`config.mk`:
```
export PLATFORM = sky130hd
export DESIGN_NAME = hex_count_ctrl
export DESIGN_NICKNAME = d
export VERILOG_FILES = /design/src/rtl/hex_count_ctrl.sv
export SDC_FILE = /design/constraint.sdc
export NUM_CORES = 1
export LEC_CHECK = 0
export CORE_UTILIZATION = 45
export DETAILED_ROUTE_END_ITERATION = 16
export PLACE_DENSITY = 0.74
export SLEW_MARGIN = 20
export SYNTH_ARGS = -nofsm -noshare
export SYNTH_HDL_FRONTEND = slang
export SYNTH_SLANG_ARGS = --single-unit
```
`constraint.sdc`:
```
create_clock -name clk -period 5.9 [get_ports clk]
set_input_delay 0.885 -clock clk [delete_from_list [all_inputs] [get_ports clk]]
set_output_delay 0.885 -clock clk [all_outputs]
set_load 0.1 [all_outputs]
```
`src/rtl/hex_count_ctrl.sv`:
```
// Start/hold/clear controlled 4-bit up/down counter feeding a hex seven-segment decoder.
// A prescaler paces count steps; Co flags a wrap and one_shot stops after the first wrap.
module hex_count_ctrl #(
    parameter int PRESCALE = 4
) (
    input  logic       clk,
    input  logic       rst_n,
    input  logic       start,
    input  logic       stop,
    input  logic       load,
    input  logic [3:0] load_val,
    input  logic       up_down,
    input  logic       one_shot,
    output logic [3:0] Count_out,
    output logic       Co,
    output logic       running
);

    localparam int PW = (PRESCALE > 1) ? $clog2(PRESCALE) : 1;
    localparam logic [PW-1:0] PRESC_TOP = PW'(PRESCALE - 1);
    localparam logic [PW-1:0] PRESC_ONE = PW'(1);

    typedef enum logic [1:0] {
        IDLE = 2'd0,
        RUN  = 2'd1,
        HOLD = 2'd2
    } state_t;

    state_t        state_r;
    state_t        state_s;
    logic          start_q_r;
    logic          stop_q_r;
    logic [PW-1:0] presc_r;
    logic [PW-1:0] presc_s;
    logic [3:0]    count_s;
    logic          start_e_s;
    logic          stop_e_s;
    logic          tick_s;
    logic          wrap_s;

    assign start_e_s = start & ~start_q_r;
    assign stop_e_s  = stop & ~stop_q_r;
    // A stop edge or a load swallows the tick that would otherwise land this cycle.
    assign tick_s    = (state_r == RUN) && (presc_r == PRESC_TOP) && !stop_e_s && !load;
    assign wrap_s    = tick_s && (up_down ? (Count_out == 4'hF) : (Count_out == 4'h0));

    // State register plus button edge-detect history.
    always_ff @(posedge clk or negedge rst_n) begin
        if (!rst_n) begin
            state_r   <= IDLE;
            start_q_r <= 1'b0;
            stop_q_r  <= 1'b0;
        end else begin
            state_r   <= state_s;
            start_q_r <= start;
            stop_q_r  <= stop;
        end
    end

    // Next-state logic; stop outranks start when both edges coincide.
    always_comb begin
        state_s = state_r;
        case (state_r)
            IDLE: begin
                if (stop_e_s)       state_s = IDLE;
                else if (start_e_s) state_s = RUN;
                else                state_s = IDLE;
            end
            RUN: begin
                if (stop_e_s)                state_s = HOLD;
                else if (wrap_s && one_shot) state_s = IDLE;
                else                         state_s = RUN;
            end
            HOLD: begin
                if (stop_e_s)       state_s = IDLE;
                else if (start_e_s) state_s = RUN;
                else                state_s = HOLD;
            end
            default: state_s = IDLE;
        endcase
    end

    // Next count and prescaler values; load overrides everything else.
    always_comb begin
        count_s = Count_out;
        presc_s = presc_r;
        if (load) begin
            count_s = load_val;
            presc_s = '0;
        end else begin
            case (state_r)
                IDLE: begin
                    presc_s = '0;
                    if (stop_e_s) count_s = 4'h0;
                    else          count_s = Count_out;
                end
                RUN: begin
                    if (stop_e_s) begin
                        presc_s = presc_r;
                    end else if (tick_s) begin
                        presc_s = '0;
                        count_s = up_down ? (Count_out + 4'h1) : (Count_out - 4'h1);
                    end else begin
                        presc_s = presc_r + PRESC_ONE;
                    end
                end
                HOLD: begin
                    if (stop_e_s) begin
                        count_s = 4'h0;
                        presc_s = '0;
                    end else begin
                        count_s = Count_out;
                        presc_s = presc_r;
                    end
                end
                default: begin
                    count_s = 4'h0;
                    presc_s = '0;
                end
            endcase
        end
    end

    // Registered datapath and outputs.
    always_ff @(posedge clk or negedge rst_n) begin
        if (!rst_n) begin
            Count_out <= 4'h0;
            presc_r   <= '0;
            Co        <= 1'b0;
            running   <= 1'b0;
        end else begin
            Count_out <= count_s;
            presc_r   <= presc_s;
            Co        <= wrap_s;
            running   <= (state_s == RUN);
        end
    end

endmodule

```
== Word level (Yosys, flattened, before mapping) ==
Cells that the tools add are included.
Word-level totals
  flip-flop bits (word level): 12
  input port bits: 11
Operators by class
  $add $sub $neg: 3
  equality and inequality tests: 9
  muxes and demuxes: 19
  bitwise gates (word level): 4
  reduce and logical (&&, ||, !) cells: 12
Operators by type and width (number)
  4-bit two-way mux: 5
  2-bit two-way mux: 7
  3-bit inequality test (second input constant): 3
  4-bit one-hot mux with 2 select lines: 1
  2-bit one-hot mux with 3 select lines: 1
  1-bit logical AND: 5
  4-bit by 1-bit adder with 4-bit output (second input constant): 1
  2-bit by 1-bit == test with 1-bit output (second input constant): 2
  2-bit == test (second input constant): 2
  4-bit == test (second input constant): 1
  4-bit logical NOT: 1
  1-bit two-way mux: 4
  2-bit one-hot mux with 2 select lines: 1
  4-bit by 1-bit subtractor with 4-bit output (second input constant): 1
  3-bit by 1-bit inequality test with 1-bit output (second input constant): 1
  3-bit AND reduction: 1
  2-bit by 1-bit adder with 2-bit output (second input constant): 1
  1-bit bitwise AND: 2
  1-bit logical NOT: 2
  2-bit logical NOT: 1
  1-bit inverter: 2
  2-bit AND reduction: 1
  2-bit OR reduction: 1

== Longest topological paths before layout ==
Gate-level depths: netlist of the first run.
  depth after elaboration: 11
  depth in mapped cells: 7
  depth with buffers taken out: 7

== Least setup slack after synthesis of the first run ==
OpenSTA, ideal clock, no wires.
  kind: register to register
  start point: reg Count_out[2]
  end point: reg Count_out[3]
  setup time: 91 ps
  arrival time: 2503 ps
  required time: 5809 ps
  path slack: 3306 ps
  cell stages (with the launch flop): 7
  path buffers: 0
  path through: dfrtp_1 ha_1 and3_4 or3_1 a2111oi_1 a31oi_1 o221ai_1
On the way
  cells in the longest elaborated chain, start to end: 6
Ends and longest elaborated chain
  start, declared: line 14  | output logic [3:0] Count_out,
  start signal, assigned: line 132  | Count_out <= count_s;
  4-bit by 1-bit subtractor with 4-bit output or 4-bit by 1-bit adder with 4-bit output (tied branches): line 102  | count_s = up_down ? (Count_out + 4'h1) : (Count_out - 4'h1);
  4-bit two-way mux *: line 102
  4-bit two-way mux *: line 100  | end else if (tick_s) begin
  4-bit two-way mux *: line 98  | if (stop_e_s) begin
  4-bit one-hot mux with 2 select lines *: line 91  | case (state_r)
  4-bit two-way mux *: line 87  | if (load) begin
Every way passes the cells marked *; elsewhere a longest branch is shown, timed or not. The select of a mux whose other input is x is not followed.
A chain may end at the register's enable or synchronous reset.

== Worst setup path in the final report of the first run ==
  start point: in up_down
  end point: reg Count_out[3]
On the way
  cells in the longest elaborated chain, start to end: 5
Ends and longest elaborated chain
  start, declared: line 12  | input logic up_down,
  4-bit two-way mux: line 102
  4-bit two-way mux: line 100
  4-bit two-way mux: line 98
  4-bit one-hot mux with 2 select lines: line 91
  4-bit two-way mux: line 87
No other way between the ends. The select of a mux whose other input is x is not followed.

==> results of run 1 <==
critical path: stages:
cell	delay [ns]
clkdlybuf4s50_1	0.49
inv_1	0.11
ha_1	0.36
and3_4	0.19
or3_1	0.36
a2111oi_1	0.44
a31oi_1	0.08
o221ai_1	0.17
cell families (layout without fill, tap and decap cells):
kind of cell	Yosys count	after routing	share of synthesized area [%]
adder cells (fa/ha/maj)	4	4	8.16
AO/OA/AOI/OAI	23	23	21.3
AND/OR/NAND/NOR	26	26	20.0
buffers and inverters	7	24	6.74
XOR/XNOR	1	1	1.24
flip-flops	12	12	42.6
power by group through the flow:
| stage | registers (mW) | clock network [mW] | logic (mW) |
|---|---|---|---|
| 6_report | 0.138 | 0.0686 | 0.279 |
| 5_1_grt | 0.141 | 0.0726 | 0.299 |
| 4_1_cts | 0.137 | 0.0696 | 0.281 |
| 3_5_place_dp | 0.138 | 0 | 0.280 |
| 3_3_place_gp | 0.136 | 0 | 0.274 |
| 2_1_floorplan | 0.249 | 0 | 0.103 |
sequential cells by signal, indices dropped and copies added (netlist names):
register,flops
Co,1
running,1
stop_q_r,1
Count_out,4
state_r,2
presc_r,2
start_q_r,1
cells in the mapped netlist:
library cell / n / share of area [%]
and3_4: 1 / 1.6
nand4_1: 1 / 0.89
nand3_1: 2 / 1.4
nor3b_1: 1 / 1.1
a2bb2oi_1: 1 / 1.2
xor2_1: 1 / 1.2
ha_1: 3 / 5.3
inv_1: 4 / 2.1
or2b_2: 1 / 1.2
a211o_1: 2 / 2.5
nor4_1: 1 / 0.89
nor2_1: 6 / 3.2
or3b_1: 1 / 1.2
fa_1: 1 / 2.8
or3_1: 1 / 0.89
nand2b_1: 1 / 0.89
buf_2: 1 / 0.71
a22oi_1: 1 / 1.1
nor3_1: 4 / 2.8
o221ai_1: 1 / 1.2
or2_2: 1 / 0.89
a221oi_1: 2 / 2.5
a31oi_1: 1 / 0.89
nor2b_1: 1 / 0.89
nand2_1: 4 / 2.1
a2111oi_1: 1 / 1.4
a21o_2: 1 / 1.2
o21ai_0: 6 / 4.3
a21oi_1: 7 / 5.0
dfrtp_1: 12 / 43
clkbuf_8: 2 / 3.9
worst paths after layout:
kind / endpoint / slack, ns / depth (start not counted)
setup / recovery: Count_out[3] / 3.02 / 8
hold / removal: state_r[1] / 0.50 / 2
setup reg to reg: Count_out[3] / 3.81 / 6
hold reg to reg: state_r[1] / 0.50 / 2
max in group asynchronous: state_r[1] / 4.56 / 1
min in group asynchronous: Count_out[2] / 0.95 / 1
stage by stage:
stage | utilization (%) | power (mW) | hold WS (ns)
after global routing | 64.3 | 0.512 | 0.543
after detailed placement | 61.6 | 0.418 | 0.488
after CTS | 64.3 | 0.487 | 0.506
final | 64.3 | 0.485 | 0.501
after global placement | 61.6 | 0.410 | 0.472
after floorplan | - | 0.351 | 0.467
final cells by class:
type / count / area [µm²]
Fill cell: 126 / 494
Timing Repair Buffer: 16 / 160
Tap cell: 15 / 18.8
Inverter: 4 / 15.0
Multi-Input combinational cell: 54 / 358
Clock buffer: 4 / 36.3
Sequential cell: 12 / 300
metal layers:
layer,part of all wire [%],global-route usage (%),up-vias,wire [µm]
li1,-,-,302,-
met1,46,25.0,268,698
met2,47,34.4,24,724
met3,5.4,6.52,4,82
met4,1.6,7.74,0,24
met5,0,0,-,0
==> flow_metrics.tcl, run 1 <==
set metrics [dict create \
    status "finished clean" \
    crit_required_ns 6.11 \
    synth_seq_area_share_pct 42.6 \
    finalSetupViolations 0 \
    place_area_um2 852 \
    grt_antenna_before_repair 0 \
    fin_crit_sh_pct 48.8 \
    fin_nets 106 \
    insertion_delay_ns 0.29 \
    power_switching_mw 0.253 \
    avgRoutedWirePerCell_um 14.6 \
    rsz0062_at_grt "no" \
    fin_area_um2 888 \
    mostFrequentLayoutCell "clkdlybuf4s50_1" \
    slew_headroom_pct 34.2 \
    first_pass_iters 4 \
    start_util_pct 51.0 \
    cts_max_level 1 \
    syn_to_final_growth_pct 25.9 \
    cts_made_buffers 3 \
    fin_ws_ns 3.02 \
    ant_nets 0 \
    routed_wirelength_um 1530 \
    fin_tns_setup_ns 0 \
    syn_nets 88 \
    path_clk_slew_ns 0.09 \
    vias 598 \
    peakVddDrop_uv 396 \
    overflow 0 \
    path_class "in -> reg" \
    n_antenna_cell 0 \
    io_buffers 16 \
    drc_errors 0 \
    fmax_mhz 347 \
    syn_area_per_cell_um2 9.67 \
    startpoint "up_down" \
    timing.rr.start "Count_out[2]" \
    synth_cell_types 31 \
    clock-sinks 12 \
    post-place-ws_ns 2.73 \
    critPathArrivalTime_ns 3.09 \
    cts_hold_buf 0 \
    grt_pass1_vias 632 \
    rows 13 \
    fin_cells 105 \
    cp-start-kind "input pin" \
    cts_resized 0 \
    dieArea_um2 1730 \
    cellPowerDensity_nw_per_um2 546 \
    dp_hpwl_um 1170 \
    dp_cells 101 \
    pwr-share-comb_pct 57.5 \
    grt_usage_pct 20.7 \
    grt_pass1_wl_um 2700 \
    hold_path.class "reg -> reg" \
    drt_iter0_drc 9 \
    finalClockSkew_ns 0.0134 \
    maxCapViolations 0 \
    yosysWarnings 0 \
    power.share.clock_pct 14.1 \
    timing.final.crit_period_ns 2.88 \
    synth_cells 73 \
    cts_tree "built" \
    swShare_pct 52.2 \
    hold_viol 0 \
    die_w_um 41.6 \
    final_cell_mix "16 x clkdlybuf4s50_1, 12 x dfrtp_1, 7 x a21oi_1" \
    p_int_mw 0.232 \
    synth_seq_cells 12 \
    slew_viol_final 0 \
    drive_gt1_share_pct 8.89 \
    avgViaCountPerCell 5.70 \
    place_congestion 0.837 \
    root_buffer "clkbuf_4" \
    min-delay-start "start_q_r" \
    end_kind "register" \
    crit_fanout 5 \
    power.leakage_nw 0.394 \
    core-area_um2 1380 \
    io_pins 17 \
    post_cts_buffers 0 \
    worst_slew_pin_slew_ns 0.985 \
    grt_start_max_net_pins 13 \
    pwr-share-seq_pct 28.3 \
    die_h_um 41.6 \
    ctsLongestPathBuffers 2 \
    synthesis.area_um2 706 \
]
Power figures use the tool's default switching activity.
==> inputs of run 2 (changes only) <==
--- a/config.mk
+++ b/config.mk
@@ -5,9 +5,9 @@
 export SDC_FILE = /design/constraint.sdc
 export NUM_CORES = 1
 export LEC_CHECK = 0
-export CORE_UTILIZATION = 45
+export CORE_UTILIZATION = 42
 export DETAILED_ROUTE_END_ITERATION = 16
-export PLACE_DENSITY = 0.74
+export PLACE_DENSITY = 0.72
 export SLEW_MARGIN = 20
 export SYNTH_ARGS = -nofsm -noshare
 export SYNTH_HDL_FRONTEND = slang
==> constraint.sdc (replaced) <==
create_clock -name clk -period 2.35 [get_ports clk]
set_input_delay 0.3525 -clock clk [delete_from_list [all_inputs] [get_ports clk]]
set_output_delay 0.3525 -clock clk [all_outputs]
set_load 0.1 [all_outputs]
==> run 2 against run 1 <==
Flip-flop and latch count unchanged. Wire length decreased by 3.4%. Clock power up 98%. Sequential share of layout area fell by 1.1 points. Clock skew fell by 0.010 ns. Sequential power rose to 2.5 times the previous value. Die area grew 6.8%. Clock-buffer cell count stayed put. Largest power group unchanged. Highest routed layer unchanged.
==> flow_metrics.tcl, run 2 (same netlist as run 1, synthesis figures left out) <==
set metrics [dict create \
    fin_ws_ns 0.132 \
    dieArea_um2 1850 \
    grt_usage_pct 18.6 \
    fin_nets 111 \
    vias 630 \
    startpoint "up_down" \
    insertion_delay_ns 0.27 \
    cts_tree "built" \
    fin_area_um2 927 \
    final_cell_mix "11 x buf_4, 10 x dfrtp_1, 10 x clkdlybuf4s50_1" \
    grt_pass1_wl_um 2570 \
    hold_viol 0 \
    biggestRegsByFlops "Count_out (4), presc_r (2), state_r (2)" \
    cts_max_level 1 \
    cp-start-kind "input pin" \
    die_h_um 43.0 \
    io_buffers 16 \
    hold_path.class "in -> async" \
    grt_antenna_before_repair 0 \
    critPathArrivalTime_ns 2.41 \
    finalSetupViolations 0 \
    fillers 144 \
    place_area_um2 878 \
    rsz0062_at_grt "no" \
    crit_required_ns 2.54 \
    cts_made_buffers 3 \
    syn_to_final_growth_pct 31.4 \
    top_register "Count_out" \
    path_clk_slew_ns 0.08 \
    crit_fanout 3 \
    drt_iter0_drc 5 \
    fmax_mhz 451 \
    peakVddDrop_uv 849 \
    drc_errors 0 \
    ctsLongestPathBuffers 2 \
    worst_path_largest_cell_delay_ns 0.48 \
    cts_resized 0 \
    post_cts_buffers 0 \
    core-area_um2 1540 \
    timing.final.crit_period_ns 2.22 \
    worst_slew_pin_slew_ns 0.564 \
    slew_viol_final 0 \
    overflow 0 \
    avgViaCountPerCell 5.68 \
    drive_gt1_share_pct 23.2 \
    timing.rr.start "Count_out[2]" \
    fin_crit_sh_pct 94.4 \
    clock-sinks 12 \
    status "finished clean" \
    place_congestion 0.796 \
    crit_family "simple AND/OR/NAND/NOR gates" \
    avgRoutedWirePerCell_um 13.3 \
    first_pass_iters 4 \
    rows 14 \
    cts_hold_buf 0 \
    worstPathCellList "clkdlybuf4s50_1, inv_1, ha_1, and3_4, or3_4, a2111oi_4, a31oi_1, o221ai_1" \
    routed_wirelength_um 1480 \
    grt_start_max_net_pins 13 \
    cellPowerDensity_nw_per_um2 1310 \
    mostFrequentLayoutCell "buf_4" \
    finalClockSkew_ns 0.00299 \
    slew_headroom_pct 62.3 \
    root_buffer "clkbuf_4" \
    dp_hpwl_um 1110 \
    grt_pass1_vias 651 \
    path_class "in -> reg" \
    power.leakage_nw 0.420 \
    start_util_pct 45.8 \
    cpMaxStageDelayCell "clkdlybuf4s50_1" \
    maxCapViolations 0 \
    n_antenna_cell 0 \
    die_w_um 43.0 \
    largest_reg_flops 4 \
    cp.buffers_inverters 2 \
    ant_nets 0 \
    post-place-ws_ns -0.209 \
    io_pins 17 \
    end_kind "register" \
]
## run 2: cell types whose count changed in the layout (fill, tap and decap cells not counted), sizes merged
cell,change
clkdlybuf4s50,-6
buf,+11
## run 2: final timing paths
kind | end | depth (start not counted) | slack, ns
max | Count_out[3] | 8 | 0.13
min | Count_out[1] | 1 | 0.44
max reg2reg | Count_out[3] | 6 | 0.35
min reg2reg | state_r[1] | 2 | 0.52
max in group asynchronous | Count_out[2] | 1 | 1.51
min in group clk | state_r[1] | 2 | 0.52
## run 2: per-stage QoR
stage	hold slack, ns	setup TNS (ns)	util, %	power (mW)	instances
6_report	0.438	0	60.1	1.22	111
3_5_place_dp	0.503	-0.209	57.0	1.06	107
5_1_grt	0.494	0	60.1	1.29	111
4_1_cts	0.454	0	58.7	1.19	111
2_1_floorplan	0.0569	0	-	0.885	73
3_3_place_gp	0.483	-0.106	57.0	1.04	107
## run 2: area by class of cell
class | count | area [µm²] | share of cell area [%]
multi-input combinational | 54 | 380 | 41.0
inverter | 4 | 15.0 | 1.62
clock buffer | 4 | 26.3 | 2.83
timing repair buffer | 21 | 183 | 19.7
tap | 16 | 20.0 | 2.16
sequential | 12 | 303 | 32.7
## run 2: worst register-to-register path, stage by stage (launching register included)
cell,delay [ns]
dfrtp_2,0.43
ha_1,0.32
and3_4,0.20
or3_4,0.39
a2111oi_4,0.34
a31oi_1,0.07
o221ai_1,0.18
## run 2: report_power, final
part | internal (mW) | switching [mW]
clock | 0.0657 | 0.0705
combinational | 0.238 | 0.491
sequential | 0.271 | 0.0798
total | 0.575 | 0.641
## run 2: layer usage
metal | vias to the layer above | track usage [%] | share of wire [%]
met5 | - | 0 | 0
met4 | 0 | 7.27 | 0.68
met3 | 2 | 3.83 | 5.1
met2 | 18 | 33.9 | 52
met1 | 294 | 20.9 | 42
li1 | 316 | - | -
==> inputs of run 3 (changes only) <==
==> constraint.sdc (replaced) <==
create_clock -name clk -period 1.89 [get_ports clk]
set_input_delay 0.2835 -clock clk [delete_from_list [all_inputs] [get_ports clk]]
set_output_delay 0.2835 -clock clk [all_outputs]
set_load 0.1 [all_outputs]
==> run 3 against run 2 <==
The run now ends with negative setup slack left. Sequential share of layout area is 2.4 points lower. Utilization is 6.0 points higher. Combinational power is 41% higher. Clock power grew 23%. Setup slack got worse by 0.17 ns. Clock skew decreased by 0.0012 ns. Flip-flop and latch count did not move. Non-clock buffer count grew 5. Register-to-register slack got worse by 0.39 ns. Cell count grew 4.5%. Final area up 10%. Via count is 4.1% higher. Highest routed layer unchanged.
==> flow_metrics.tcl, run 3 (same netlist as run 1, synthesis figures left out) <==
set metrics [dict create \
    p_int_mw 0.814 \
    dp_hpwl_um 1210 \
    pwr-share-seq_pct 27.0 \
    crit_required_ns 2.07 \
    cpMaxStageDelayCell "dfrtp_4" \
    root_buffer "clkbuf_4" \
    post-place-ws_ns -0.414 \
    slew_viol_final 0 \
    violations "negative setup slack" \
    avgRoutedWirePerCell_um 13.4 \
    core-area_um2 1540 \
    fmax_mhz 517 \
    final_cell_mix "14 x buf_4, 9 x dfrtp_1, 9 x clkdlybuf4s50_1" \
    rows 14 \
    io_buffers 16 \
    worstPathCellList "ha_4, a21o_2, or3_4, a2111oi_4, a31oi_1, o221ai_1" \
    design_power_total_mw 1.64 \
    io_pins 17 \
    avgViaCountPerCell 5.66 \
    grt_pass1_vias 657 \
    die_h_um 43.0 \
    swShare_pct 50.3 \
    n_antenna_cell 0 \
    cts_hold_buf 0 \
    insertion_delay_ns 0.26 \
    top_register "Count_out" \
    path_clk_slew_ns 0.08 \
    start_util_pct 45.8 \
    die_w_um 43.0 \
    first_pass_iters 4 \
    ant_nets 0 \
    critPathArrivalTime_ns 2.11 \
    drive_gt1_share_pct 31.0 \
    grt_start_max_net_pins 13 \
    syn_to_final_growth_pct 44.5 \
    fin_crit_sh_pct 102 \
    cts_made_buffers 3 \
    rsz0062_at_grt "yes" \
    mostFrequentLayoutCell "buf_4" \
    worst_path_largest_cell_delay_ns 0.50 \
    crit_family "compound AO/OA/AOI/OAI gates" \
    routed_wirelength_um 1560 \
    fin_util_pct 66.2 \
    cts_max_level 1 \
    finalClockSkew_ns 0.00179 \
    cellPowerDensity_nw_per_um2 1610 \
    largest_reg_flops 4 \
    drc_errors 0 \
    ctsLongestPathBuffers 2 \
    power.share.clock_pct 10.2 \
    cp.buffers_inverters 0 \
    pwr-share-comb_pct 62.8 \
    grt_antenna_before_repair 0 \
    hold_viol 0 \
    fin_nets 116 \
    end_kind "register" \
    place_congestion 0.747 \
    fin_ws_ns -0.0429 \
    slew_headroom_pct 62.5 \
    fillers 130 \
    grt_pass1_wl_um 2810 \
    power_switching_mw 0.826 \
    biggestRegsByFlops "Count_out (4), presc_r (2), state_r (2)" \
    peakVddDrop_uv 1770 \
    crit_fanout 3 \
    timing.final.crit_period_ns 1.93 \
    status "finished with violations" \
    finalSetupViolations 1 \
    path_class "reg -> reg" \
    cp-start-kind "register" \
    power.leakage_nw 0.451 \
    clock-sinks 12 \
    hold_path.class "in -> async" \
    cts_tree "built" \
    overflow 0 \
    drt_iter0_drc 10 \
    vias 656 \
    dieArea_um2 1850 \
    maxCapViolations 0 \
    grt_usage_pct 20.1 \
    worst_slew_pin_slew_ns 0.560 \
]
## run 3: path summary, 6_finish.rpt
check / start / to / slack [ns] / cells after the start
min in group clk: start / start_q_r / 0.48 / 1
hold / removal: rst_n / Count_out[3] / 0.37 / 1
max in group asynchronous: rst_n / Count_out[1] / 1.10 / 1
hold reg to reg: start_q_r / state_r[1] / 0.51 / 2
setup reg to reg: Count_out[2] / Count_out[3] / -0.04 / 6
setup / recovery: Count_out[2] / Count_out[3] / -0.04 / 6
## run 3: final cells by class
cell class / count / area [µm²] / share of cell area, %
multi-input combinational: 54 / 405 / 39.8
sequential: 12 / 309 / 30.3
timing repair buffer: 26 / 244 / 23.9
clock buffer: 4 / 26.3 / 2.58
tap: 16 / 20.0 / 1.96
inverter: 4 / 15.0 / 1.47
## run 3: timing repair
item / 4_1_cts / 5_1_grt
pin swaps: 1 / 1
setup buffers: 1 / 0
endpoints found under the setup margin: 1 / 1
gates resized for setup: 3 / 0
## run 3: power groups by stage
stage	clock (mW)	sequential [mW]	combinational (mW)
finish	0.167	0.443	1.03
global route	0.188	0.459	1.10
CTS	0.171	0.445	1.04
detailed placement	0	0.447	1.01
global placement	0	0.444	0.995
floorplan	0	0.806	0.348
## run 3: through the flow
stage	instance area [µm²]	TNS, ns	hold slack, ns	cells
global placement	975	-0.542	0.475	111
CTS	1020	-0.0546	0.395	116
finish	1020	-0.0429	0.374	116
floorplan	749	-0.164	-0.0121	73
global route	1020	-0.0998	0.406	116
detailed placement	975	-0.642	0.493	111
## run 3: metal layers
layer	global-route usage, %	vias to the layer above	wire (µm)
li1	-	324	-
met1	25.5	317	710
met2	33.9	13	791
met3	4.26	2	44
met4	6.67	0	13
met5	0	-	0
